--- src/rtl/fetch_align_pkg.sv ---
// Shared types and constants for the halfword fetch aligner.
package fetch_align_pkg;
  localparam int HALF_W      = 16;
  localparam int WORD_W      = 32;
  localparam int HADDR_W_DEF = 31;

  typedef logic [HADDR_W_DEF-2:0] waddr_t;

  typedef enum logic {
    S_IDLE = 1'b0,
    S_HI   = 1'b1
  } state_e;
endpackage

--- src/rtl/fa_linebuf.sv ---
// One-entry line buffer: valid/tag/data registers with two hit-compare ports.
module fa_linebuf
  import fetch_align_pkg::*;
#(
  parameter int TAG_W = 30
) (
  input  logic              clk,
  input  logic              rst,
  input  logic              inv_i,
  input  logic              we_i,
  input  logic [TAG_W-1:0]  wtag_i,
  input  logic [WORD_W-1:0] wdata_i,
  input  logic [TAG_W-1:0]  tag_a_i,
  input  logic [TAG_W-1:0]  tag_b_i,
  output logic              hit_a_o,
  output logic              hit_b_o,
  output logic [WORD_W-1:0] data_o
);
  logic              valid_q, valid_d;
  logic [TAG_W-1:0]  tag_q, tag_d;
  logic [WORD_W-1:0] data_q, data_d;

  // An invalidate in the same cycle hides the entry and drops any fill.
  assign hit_a_o = valid_q && !inv_i && (tag_q == tag_a_i);
  assign hit_b_o = valid_q && !inv_i && (tag_q == tag_b_i);
  assign data_o  = data_q;

  always_comb begin
    valid_d = valid_q;
    tag_d   = tag_q;
    data_d  = data_q;
    if (inv_i) begin
      valid_d = 1'b0;
    end else if (we_i) begin
      valid_d = 1'b1;
      tag_d   = wtag_i;
      data_d  = wdata_i;
    end
  end

  always_ff @(posedge clk) begin
    if (rst) begin
      valid_q <= 1'b0;
      tag_q   <= '0;
      data_q  <= '0;
    end else begin
      valid_q <= valid_d;
      tag_q   <= tag_d;
      data_q  <= data_d;
    end
  end
endmodule

--- src/rtl/fetch_aligner.sv ---
// Halfword-granular fetch into one or two word cache reads; optional line buffer
// enabled by FETCH_ALIGN_LINEBUF_EN.
module fetch_aligner
  import fetch_align_pkg::*;
#(
  parameter int HADDR_W = 31
) (
  input  logic                 clk,
  input  logic                 rst,
  input  logic                 i_ren,
  input  logic                 i_wen,
  input  logic [HADDR_W-1:0]   i_addr,
  input  logic [WORD_W-1:0]    i_wdata,
  input  logic                 i_inv,
  output logic                 i_stall,
  output logic [WORD_W-1:0]    i_rdata,
  output logic                 mem_ren,
  output logic                 mem_wen,
  output logic [HADDR_W-2:0]   mem_addr,
  output logic [WORD_W-1:0]    mem_wdata,
  input  logic                 mem_stall,
  input  logic [WORD_W-1:0]    mem_rdata
);
  localparam int WA_W = HADDR_W - 1;

  state_e              state_q, state_d;
  logic [HALF_W-1:0]   hold_q, hold_d;
  logic [HADDR_W-1:0]  addr_q, addr_d;

  logic [WA_W-1:0]     w_addr, w1_addr;
  logic                odd;
  logic                hit_w, hit_w1;
  logic [WORD_W-1:0]   buf_data;
  logic                buf_we;
  logic [WA_W-1:0]     buf_wtag;
  logic [WORD_W-1:0]   buf_wdata;

  assign w_addr    = i_addr[HADDR_W-1:1];
  assign w1_addr   = w_addr + {{(WA_W-1){1'b0}}, 1'b1};
  assign odd       = i_addr[0];
  assign mem_wen   = 1'b0;
  assign mem_wdata = '0;

`ifdef FETCH_ALIGN_LINEBUF_EN
  fa_linebuf #(.TAG_W(WA_W)) u_linebuf (
    .clk     (clk),
    .rst     (rst),
    .inv_i   (i_inv),
    .we_i    (buf_we),
    .wtag_i  (buf_wtag),
    .wdata_i (buf_wdata),
    .tag_a_i (w_addr),
    .tag_b_i (w1_addr),
    .hit_a_o (hit_w),
    .hit_b_o (hit_w1),
    .data_o  (buf_data)
  );
`else
  assign hit_w    = 1'b0;
  assign hit_w1   = 1'b0;
  assign buf_data = '0;
  logic unused_linebuf;
  assign unused_linebuf = ^{i_inv, buf_we, buf_wtag, buf_wdata};
`endif

  logic unused_wport;
  assign unused_wport = ^{i_wen, i_wdata};

  always_comb begin
    state_d   = state_q;
    hold_d    = hold_q;
    addr_d    = addr_q;
    mem_ren   = 1'b0;
    mem_addr  = w_addr;
    i_stall   = 1'b0;
    i_rdata   = '0;
    buf_we    = 1'b0;
    buf_wtag  = w_addr;
    buf_wdata = mem_rdata;
    if (rst) begin
      state_d = S_IDLE;
    end else if (!i_ren) begin
      state_d = S_IDLE;
    end else begin
      case (state_q)
        S_IDLE: begin
          if (!odd) begin
            if (hit_w) begin
              i_rdata = buf_data;
            end else begin
              mem_ren = 1'b1;
              i_rdata = mem_rdata;
              i_stall = mem_stall;
              buf_we  = !mem_stall;
            end
          end else if (hit_w) begin
            mem_ren  = 1'b1;
            mem_addr = w1_addr;
            i_rdata  = {buf_data[HALF_W-1:0], mem_rdata[WORD_W-1:HALF_W]};
            i_stall  = mem_stall;
            buf_we   = !mem_stall;
            buf_wtag = w1_addr;
          end else if (hit_w1) begin
            mem_ren = 1'b1;
            i_rdata = {mem_rdata[HALF_W-1:0], buf_data[WORD_W-1:HALF_W]};
            i_stall = mem_stall;
          end else begin
            // Low half arrives first; the high half comes from the next word in S_HI.
            mem_ren = 1'b1;
            i_stall = 1'b1;
            if (!mem_stall) begin
              hold_d  = mem_rdata[HALF_W-1:0];
              addr_d  = i_addr;
              buf_we  = 1'b1;
              state_d = S_HI;
            end
          end
        end
        S_HI: begin
          if (i_addr != addr_q) begin
            i_stall = 1'b1;
            state_d = S_IDLE;
          end else begin
            mem_ren  = 1'b1;
            mem_addr = w1_addr;
            i_rdata  = {hold_q, mem_rdata[WORD_W-1:HALF_W]};
            i_stall  = mem_stall;
            buf_we   = !mem_stall;
            buf_wtag = w1_addr;
            if (!mem_stall) state_d = S_IDLE;
          end
        end
        default: state_d = S_IDLE;
      endcase
    end
  end

  always_ff @(posedge clk) begin
    if (rst) begin
      state_q <= S_IDLE;
      hold_q  <= '0;
      addr_q  <= '0;
    end else begin
      state_q <= state_d;
      hold_q  <= hold_d;
      addr_q  <= addr_d;
    end
  end
endmodule

--- config.mk ---
export PLATFORM = sky130hd
export DESIGN_NAME = fetch_aligner
export DESIGN_NICKNAME = d
export VERILOG_FILES = /design/src/rtl/fetch_align_pkg.sv /design/src/rtl/fa_linebuf.sv /design/src/rtl/fetch_aligner.sv
export SDC_FILE = /design/constraint.sdc
export NUM_CORES = 1
export LEC_CHECK = 0
export CAP_MARGIN = 20
export CORE_ASPECT_RATIO = 1.2
export CORE_MARGIN = 4
export CORE_UTILIZATION = 40
export CTS_BUF_LIST = sky130_fd_sc_hd__clkbuf_8 sky130_fd_sc_hd__clkbuf_16
export DETAILED_ROUTE_END_ITERATION = 6
export PLACE_DENSITY_LB_ADDON = 0.1
export SETUP_SLACK_MARGIN = 0.15
export SLEW_MARGIN = 10
export SYNTH_ARGS = -nofsm -noshare
export SYNTH_HDL_FRONTEND = slang
export SYNTH_SLANG_ARGS = --single-unit
--- constraint.sdc ---
create_clock -name clk -period 4.7 [get_ports clk]
set_clock_uncertainty 0.2 [all_clocks]
set_input_delay 0.47 -clock clk [delete_from_list [all_inputs] [get_ports clk]]
set_output_delay 0.47 -clock clk [all_outputs]
set_load 0.01 [all_outputs]
* Word-level counts from Yosys, hierarchy flattened
Index checks and enable logic that the tools add are counted.
** Word-level totals
- Word-level logic and storage cells :: 33
- Bits in registers :: 48
- Output and inout bits :: 97
** Cells by class
- Add/subtract/negate cells :: 1
- Reduce and logical (&&, ||, !) cells :: 2
- Equal/unequal tests :: 1
- Muxes and demuxes :: 23
- Bitwise operators :: 3
** Operators with widths (number)
- $mux W32 :: 4
- $mux W30 :: 3
- $pmux W32 S2 :: 1
- $pmux W30 S2 :: 1
- $ne A31 B31 Y1 :: 1
- $add A30 B1 Y30 const B :: 1
- $mux W1 :: 11
- $pmux W1 S2 :: 3
- $reduce_and A4 Y1 :: 1
- $not A1 Y1 :: 3
- $reduce_or A2 Y1 :: 1

* Longest topological paths before layout
Gate-level depths: netlist of run 1.
- Word-level depth :: 5
- Gate-level depth with buffers :: 9
- Gate-level depth less buffers :: 6

* Worst setup path after synthesis of run 1
Ideal clock, no wire load.
- Path kind :: input to output
- From :: in i_addr[16]
- To :: out mem_addr[22]
- Path slack :: 2.119 ns
- Stages :: 9
- Path buffers :: 3
- Arrival :: 1.911 ns
- Required time :: 4.030 ns
- Cell sequence :: buf_6 > xnor2_2 > nand4_1 > nor4_2 > and4_1 > buf_4 > buf_8 > nand4_1 > xnor2_1
** Between the ends
- Cells in the longest elaborated chain, start to end :: 5
- Elaborated cells between the ends (all ways) :: 6
- Those cells by class :: add/sub (1); eq/ne (1); mux (4)
** RTL lines
- start: declaration :: RTL line fetch_aligner.sv:12 : input logic [HADDR_W-1:0] i_addr,
- $add A30 B1 Y30 / $ne A31 B31 Y1 (equally long branches) :: RTL line fetch_aligner.sv:39, fetch_aligner.sv:120
- $mux W30 * :: RTL line fetch_aligner.sv:120 : if (i_addr != addr_q) begin
- $pmux W30 S2 *
- $mux W30 * (2 in series)
- end: declaration :: RTL line fetch_aligner.sv:19 : output logic [HADDR_W-2:0] mem_addr,
Mark *: on every way between the ends. The rest lies on a longest branch, timed or not.

* Worst setup path after layout of run 1
- From :: in i_addr[16]
- To :: out mem_addr[1]
** Between the ends
- Cells in the longest elaborated chain, start to end :: 5
** RTL lines (RTL line)
- $ne A31 B31 Y1 :: fetch_aligner.sv:120
- $mux W30 :: fetch_aligner.sv:120
- $pmux W30 S2
- $mux W30 (2 in series)
No other way between the ends.

==> results.yml, run 1 <==
placement:
  port_buffers: 130
  place.gp.congestion: 0.829
  place_hpwl_um: 7360
finish:
  nFillCells: 774
  final_cell_mix: "129 x clkdlybuf4s50_1, 98 x nand2_1, 59 x xnor2_1, 48 x a21oi_1, 48 x dfxtp_1"
  drive_gt1_share_pct: 4.33
  layout.nets: 679
  layout_commonest_cell: "clkdlybuf4s50_1"
  syn_to_final_growth_pct: 40.7
  seq_area_um2: 961
  diodes: 0
  multi_input_comb_area_mm2: 0.00214
die:
  rows: 36
  pin_count: 198
  chipHeight_um: 109
  die_w_um: 92.0
  core_area_mm2: 0.00820
  start_util_pct: 41.3
  dieArea_mm2: 0.0100
global_routing:
  grt_max_degree: 37
  grt_pass1_vias: 3190
  antenna_found_initial: 0
  overflow: 0
  grt_usage_pct: 18.9
  grt_pass1_wl_um: 15400
setup_path:
  r2r_setup_slack_ns: 2.51
  path_cells: "clkdlybuf4s50_1 > xnor2_2 > nand4_1 > nor4_2 > and4_2 > buf_4 > nand2_2 > mux2_1 > clkdlybuf4s50_1"
  reg2regPathDepth: 4
  setup.worst_path.class: "in2out"
  cp_common_cell: "clkdlybuf4s50_1"
  crit_path_start_kind: "primary input"
  crit_fanout: 35
  worstPathRequired_ns: 4.03
  crit_path_max_incr_delay_ns: 0.67
  cp-end-kind: "output port"
  r2r_end: "addr_q[10]"
  crit_arrival_ns: 3.25
  cp_slowest_cell: "clkdlybuf4s50_1"
  timing.rr.start: "state_q"
logic_synthesis:
  syn_inst: 466
  synthTopCellsByArea: "dfxtp_1 28%, xnor2_1 15%, nand2_1 11%, buf_4 8.2%, a21oi_1 7.1%"
  synth_compound_area_share_pct: 14.4
  syn-cell-area_mm2: 0.00339
  ys_types: 30
  synth-xor-area-share_pct: 15.7
  synthAdderAreaFrac_pct: 0.369
  ys_seq_area_share_pct: 28.4
  synth_top_family_by_area: "simple AND/OR/NAND/NOR gates"
  syn_avg_cell_area_um2: 7.27
  synth-simple-area-share_pct: 28.0
  synth_top_area_share_pct: 28.4
  synth_seq_cells: 48
  synth_warnings: 0
  synth_top_area_cell: "dfxtp_1"
  synth_mux_area_share_pct: 0.332
power_and_ir_drop:
  power.leakage_uw: 0.00165
  power_density_mw_per_mm2: 229
  power_uw: 1090
  peakVddDrop_v: 0.000105
route:
  viasPerCell: 4.95
  drc_errors: 0
  wl_um: 9820
  post_drt_wl_per_cell_um: 14.2
  drtIter0Drc: 172
  ant_nets: 0
  vias: 3428
  drt-pass1-iter-count: 4
cts:
  clk_pin_slew_ns: 0.09
  htree_levels: 2
  postCtsSetupBuffers: 0
  clockRootBuffer: "clkbuf_8"
  cts_buffers: 5
  cts_hold_buf: 0
  cts_tree: "yes"
  cts_buffer_depth: 2
  clk_latency_ns: 0.30
  cts.sinks: 48
  cts_resized: 0
job:
  maxCapViolations: 0
status:
  outcome: "completed"
sta:
  fin_setup_tns_ns: 0
  period_share_pct: 83.4
  setup-violations-final: 0
  drv_slew: 0
  min_period_ns: 3.92
  hold_violations: 0
  worst_pin_slew_ns: 0.837
  rsz0062_at_grt: "no"
  max_slew_margin_pct: 44.1
  fmax_mhz: 255
hold_path:
  hp-class: "reg2reg"
  hold_end: "hold_q[14]"
  whs_path_depth: 2
  hp-start: "hold_q[14]"
==> layer usage <==
layer | vias to the layer above | track usage (%) | part of all wire, %
li1 | 1734 | - | -
met1 | 1556 | 22.7 | 41
met2 | 131 | 32.8 | 49
met3 | 7 | 6.00 | 8.6
met4 | 0 | 4.78 | 0.95
met5 | - | 0 | 0
==> per-stage QoR <==
| step | setup slack, ns | hold WS, ns | area [µm²] | utilization (%) | std cells |
|---|---|---|---|---|---|
| after global routing | 0.610 | 0.284 | 4770 | 58.2 | 692 |
| after CTS | 0.762 | 0.267 | 4770 | 58.2 | 692 |
| after floorplan | 2.12 | 0.237 | 3510 | - | 498 |
| after detailed placement | 0.764 | 0.253 | 4610 | 56.2 | 684 |
| after global placement | 0.789 | 0.243 | 4610 | 56.2 | 684 |
| final | 0.779 | 0.261 | 4770 | 58.2 | 692 |
==> worst max path at each step <==
| stage | from | end | slack [ns] | depth (start not counted) |
|---|---|---|---|---|
| after global placement | i_addr[11] | mem_addr[1] | 0.79 | 9 |
| after CTS | i_addr[16] | mem_addr[1] | 0.76 | 9 |
| after detailed placement | i_addr[16] | mem_addr[1] | 0.76 | 9 |
| after global routing | i_addr[16] | mem_addr[1] | 0.61 | 9 |
| after floorplan | i_addr[16] | mem_addr[22] | 2.12 | 9 |
| final | i_addr[16] | mem_addr[1] | 0.78 | 9 |
==> synthesized netlist by cell type <==
library cell and n:
nand2_1 98, xnor2_1 59, a21oi_1 48, dfxtp_1 48
nor2_1 44, buf_4 37, a22oi_1 32, nand4_1 24
clkbuf_1 23, nand3_1 13, and3_1 12, and4_1 4
and2_1 3, buf_6 3, inv_1 2, nor4_2 2
buf_1 1, buf_2 1, buf_8 1, conb_1 1
ha_1 1, mux2_1 1, nand2_2 1, nand2b_1 1
nand4bb_1 1, nor2b_1 1, nor3b_1 1, nor4bb_1 1
o21a_1 1, xnor2_2 1
==> final cells by class <==
| cell class | instances | share of cell area [%] |
|---|---|---|
| Multi-Input combinational cell | 382 | 44.9 |
| Timing Repair Buffer | 138 | 28.4 |
| Sequential cell | 48 | 20.2 |
| Inverter | 2 | 0.157 |
| Clock buffer | 5 | 1.44 |
| Clock inverter | 3 | 1.89 |
| Tap cell | 114 | 2.99 |
==> power breakdown <==
group	internal [µW]	switching, µW
Combinational	131	124
Clock	266	140
Sequential	420	8.65
Total	817	273
==> registers in the layout, summed over array words and instances (netlist names) <==
| name | count |
|---|---|
| addr_q | 31 |
| hold_q | 16 |
| state_q | 1 |
==> cell families after synthesis <==
kind of cell    after synthesis
compound gates               81
other cells                   1
buf+inv                      68
xor+xnor                     60
fa+ha+maj                     1
mux                           1
simple gates                206
flops                        48
==> worst max-delay path, delay by kind of cell <==
kind | cells | cell delay [ns]
muxes | 1 | 0.33
and+or+nand+nor | 4 | 0.81
xor gates and xnor gates | 1 | 0.15
buffers and inverters | 3 | 1.50
Note: power is estimated with default switching activity, not from simulation.
==> run 2: changes to the inputs <==
CORE_UTILIZATION = 35   (was 40)
clock period = 3.3 ns   (was 4.7 ns; I/O delays follow)
==> run 2 against run 1 <==
  * Sequential cell count stayed put
  * Worst setup slack worse by 0.55 ns
  * Global-route usage is 0.37 points higher
  * First-iteration DRC count is 17% lower
  * Sequential share of layout area is 1.6 points lower
  * Non-clock buffer count is 52 higher
  * Final cell count is 8.8% higher
  * Utilization is 3.5 points lower
  * Largest cell class unchanged
==> results.yml, run 2 (synthesized netlist as in run 1, its figures left out) <==
status:
  outcome: "completed"
setup_path:
  cp-end-kind: "output port"
  crit_family: "buffers and inverters"
  cp-endpoint: "i_rdata[24]"
  setup.worst_path.class: "in2out"
  r2r_end: "state_q"
  crit_path_start_kind: "primary input"
  path_cells: "clkdlybuf4s50_1 > xnor2_2 > nand4_1 > nor4_4 > and4_4 > bufbuf_16 > buf_12 > a22oi_1 > nor2_1 > dlygate4sd2_1"
  crit_path_max_incr_delay_ns: 0.53
  reg2regPathDepth: 9
  crit_fanout: 11
  crit_buf_inv: 4
  cp-startpoint: "i_addr[16]"
  r2r_setup_slack_ns: 1.05
  cp.depth: 10
  cp_slowest_cell: "clkdlybuf4s50_1"
  crit_arrival_ns: 2.54
  worstPathRequired_ns: 2.77
  timing.rr.start: "addr_q[6]"
finish:
  regMostFlops: "addr_q"
  syn_to_final_growth_pct: 52.6
  layout_commonest_cell: "nand2_1"
  diodes: 0
  design_area_mm2: 0.00517
  largest_reg_flops: 31
  drive_gt1_share_pct: 24.0
  final_cell_count_no_fill: 753
  final_cell_mix: "98 x nand2_1, 52 x clkdlybuf4s50_1, 52 x buf_4, 48 x a21oi_1, 48 x dfxtp_1"
  layout.nets: 731
  reg.largest.list: "addr_q x31, hold_q x16, state_q x1"
global_routing:
  antenna_found_initial: 0
  grt_pass1_vias: 3529
  grt_pass1_wl_um: 17700
  overflow: 0
  grt_usage_pct: 19.3
  grt_max_degree: 47
die:
  chipHeight_um: 116
  pin_count: 198
  die_w_um: 97.8
  dieArea_mm2: 0.0113
  start_util_pct: 35.8
  core_area_mm2: 0.00947
  rows: 39
cts:
  clk_latency_ns: 0.29
  cts_buffers: 5
  cts_buffer_depth: 2
  clk_pin_slew_ns: 0.06
  cts.sinks: 48
  cts_tree: "yes"
  htree_levels: 2
  clockRootBuffer: "clkbuf_16"
job:
  maxCapViolations: 0
sta:
  fin_setup_tns_ns: 0
  worst_pin_slew_ns: 0.551
  max_slew_margin_pct: 63.3
  fmax_mhz: 326
  hold_violations: 0
  period_share_pct: 92.9
  setup-violations-final: 0
  drv_slew: 0
  min_period_ns: 3.07
  fin_ws_ns: 0.233
  rsz0062_at_grt: "no"
route:
  drc_errors: 0
  post_drt_wl_per_cell_um: 14.7
  drtIter0Drc: 142
  ant_nets: 0
  viasPerCell: 4.87
  drt-pass1-iter-count: 4
  wl_um: 11100
  vias: 3664
placement:
  dp_cells: 735
  pre_cts_slack_ns: -0.214
  port_buffers: 130
  placed_area_mm2: 0.00497
  place_hpwl_um: 7920
  place.gp.congestion: 0.797
hold_path:
  hp-class: "in2reg"
power_and_ir_drop:
  power.leakage_uw: 0.00219
  peakVddDrop_v: 0.000230
  power_density_mw_per_mm2: 303
==> run 2: where the power goes <==
part | total (µW) | switching, µW | internal, µW
Clock | 574 | 220 | 354
Sequential | 612 | 12.9 | 599
Combinational | 380 | 192 | 189
==> run 2: area by class of cell <==
type	count	area, µm²
Clock buffer	5	125
Clock inverter	3	38.8
Multi-Input combinational cell	382	2260
Timing Repair Buffer	190	1630
Tap cell	123	154
Inverter	2	7.51
Sequential cell	48	961
Fill cell	916	4300
==> run 2: through the flow <==
stage / util [%] / total power [µW] / hold slack [ns]
5_1_grt: 54.6 / 1650 / 0.0687
2_1_floorplan: - / 815 / 0.237
6_report: 54.6 / 1570 / 0.0599
3_5_place_dp: 52.5 / 1020 / 0.250
4_1_cts: 54.6 / 1580 / 0.0566
3_3_place_gp: 52.5 / 1020 / 0.243
==> run 2: repair_timing <==
action	CTS	global route
buffers inserted	6	1
pin swaps	19	11
resized for setup	221	37
hold buffers	0	0
endpoints found under the setup margin	63	64
gates cloned	3	0
==> run 2: how the worst min path moves through the flow <==
stage,from,to,slack (ns),cells after the start
after floorplan,hold_q[0],hold_q[0],0.24,2
after global routing,rst,addr_q[0],0.07,2
after CTS,rst,addr_q[0],0.06,2
final,rst,addr_q[0],0.06,2
after global placement,hold_q[4],hold_q[4],0.24,2
after detailed placement,hold_q[2],hold_q[2],0.25,2
==> run 2: per-layer routing <==
metal  share of wire, %  track usage, %  wire [µm]
met3                6.9            5.24        764
met1                 41            23.2       4600
met2                 49            33.9       5490
met5                  0               0          0
met4                2.3            5.54        253
==> run 2: worst register-to-register path, delay by kind of cell (launching register included) <==
family	cells	cell delay (ns)
xor gates and xnor gates	1	0.18
and+or+nand+nor	4	0.94
buffers and inverters	3	0.47
AOI/OAI and AO/OA	1	0.06
DFF	1	0.34
==> run 3: changes to the inputs <==
TNS_END_PERCENT = 30   (was unset)
==> run 3 against run 2 <==
  * Die area unchanged
  * Count of clock-buffer cells in the layout unchanged
  * Non-clock buffer count down 2
==> results.yml, run 3 (synthesized netlist as in run 1, its figures left out) <==
finish:
  final_core_util_pct: 55.0
  final_cell_mix: "98 x nand2_1, 53 x clkdlybuf4s50_1, 51 x buf_4"
  layout.nets: 729
  syn_to_final_growth_pct: 53.7
  regMostFlops: "addr_q"
  layout_commonest_cell: "nand2_1"
  drive_gt1_share_pct: 19.3
  largest_reg_flops: 31
  diodes: 0
  reg.largest.list: "addr_q x31, hold_q x16, state_q x1"
global_routing:
  grt_max_degree: 47
  grt_pass1_vias: 3493
  overflow: 0
  antenna_found_initial: 0
  grt_pass1_wl_um: 17300
  grt_usage_pct: 18.8
cts:
  clk_latency_ns: 0.29
  cts_tree: "yes"
  htree_levels: 2
  clockRootBuffer: "clkbuf_16"
  cts_buffers: 5
  cts_hold_buf: 0
  cts.sinks: 48
  clk_pin_slew_ns: 0.06
  cts_buffer_depth: 2
route:
  drtIter0Drc: 133
  post_drt_wl_per_cell_um: 14.5
  wl_um: 10900
  ant_nets: 0
  drt-pass1-iter-count: 4
  drc_errors: 0
  vias: 3626
  viasPerCell: 4.83
setup_path:
  cp-endpoint: "mem_addr[13]"
  reg2regPathDepth: 8
  r2r_end: "state_q"
  path_cells: "clkdlybuf4s50_1 > xnor2_2 > nand3_2 > nor4_4 > and4_4 > bufbuf_16 > nand3_1 > xnor2_2 > dlygate4sd2_1"
  cp-startpoint: "i_addr[12]"
  cp-end-kind: "output port"
  crit_path_start_kind: "primary input"
  timing.rr.start: "addr_q[19]"
  crit_fanout: 5
  crit_arrival_ns: 2.53
  cp_slowest_cell: "clkdlybuf4s50_1"
  r2r_setup_slack_ns: 1.18
  setup.worst_path.class: "in2out"
  cp_common_cell: "xnor2_2"
  worstPathRequired_ns: 2.77
  crit_path_max_incr_delay_ns: 0.56
sta:
  hold_violations: 0
  worst_pin_slew_ns: 0.553
  setup-violations-final: 0
  fin_ws_ns: 0.243
  period_share_pct: 92.6
  fin_setup_tns_ns: 0
  fmax_mhz: 327
  rsz0062_at_grt: "yes"
  max_slew_margin_pct: 63.2
  drv_slew: 0
  min_period_ns: 3.06
status:
  outcome: "completed"
die:
  die_w_um: 97.8
  rows: 39
  dieArea_mm2: 0.0113
  pin_count: 198
  start_util_pct: 35.8
  chipHeight_um: 116
  core_area_mm2: 0.00947
power_and_ir_drop:
  power_uw: 1570
  power_density_mw_per_mm2: 301
  peakVddDrop_v: 0.000230
  power.leakage_uw: 0.00222
job:
  maxCapViolations: 0
placement:
  place_hpwl_um: 7920
  port_buffers: 130
  place.gp.congestion: 0.797
  pre_cts_slack_ns: -0.214
hold_path:
  hp-class: "in2reg"
==> run 3: per-layer routing <==
metal	vias to the layer above	share of wire, %	GRT usage (%)
li1	1835	-	-
met2	135	49	33.3
met4	0	1.7	4.52
met5	-	0	0
met3	11	7.3	5.12
met1	1645	42	22.8
==> run 3: worst min path at each step <==
stage	slack, ns	endpoint	cells after the start	start
after floorplan	0.24	hold_q[0]	2	hold_q[0]
after global placement	0.24	hold_q[4]	2	hold_q[4]
after detailed placement	0.25	hold_q[2]	2	hold_q[2]
after CTS	0.06	addr_q[0]	2	rst
after global routing	0.07	addr_q[0]	2	rst
final	0.06	addr_q[0]	2	rst
==> run 3: cell type report <==
cell class / instances / area, µm²
clock buffer: 5 / 125
clock inverter: 3 / 38.8
fill: 929 / 4260
inverter: 2 / 7.51
multi-input combinational: 382 / 2240
sequential: 48 / 961
tap: 123 / 154
timing repair buffer: 188 / 1680
==> run 3: through the flow <==
stage               hold WS [ns]  instance area [µm²]  std cells
floorplan                  0.237                 3510        498
global placement           0.243                 4970        735
detailed placement         0.250                 4970        735
CTS                       0.0566                 5210        751
global route              0.0687                 5210        751
finish                    0.0609                 5210        751
==> run 3: timing repair <==
item                                    4_1_cts  5_1_grt
pin swaps                                     5        8
endpoints found under the setup margin       63       63
gates cloned                                  3        0
setup buffers                                 5        0
resized for setup                            94       79
==> run 3: worst max-delay path: cells and delay by family <==
kind / cells / cell delay (ns)
xor+xnor: 2 / 0.30
buf+inv: 3 / 1.12
simple gates: 4 / 0.77
==> run 3: report_power, final <==
part	internal [µW]	leakage (µW)	switching, µW
registers	599	0.000390	12.8
clock network	354	0.0000850	219
logic	191	0.00174	190
total	1140	0.00222	422
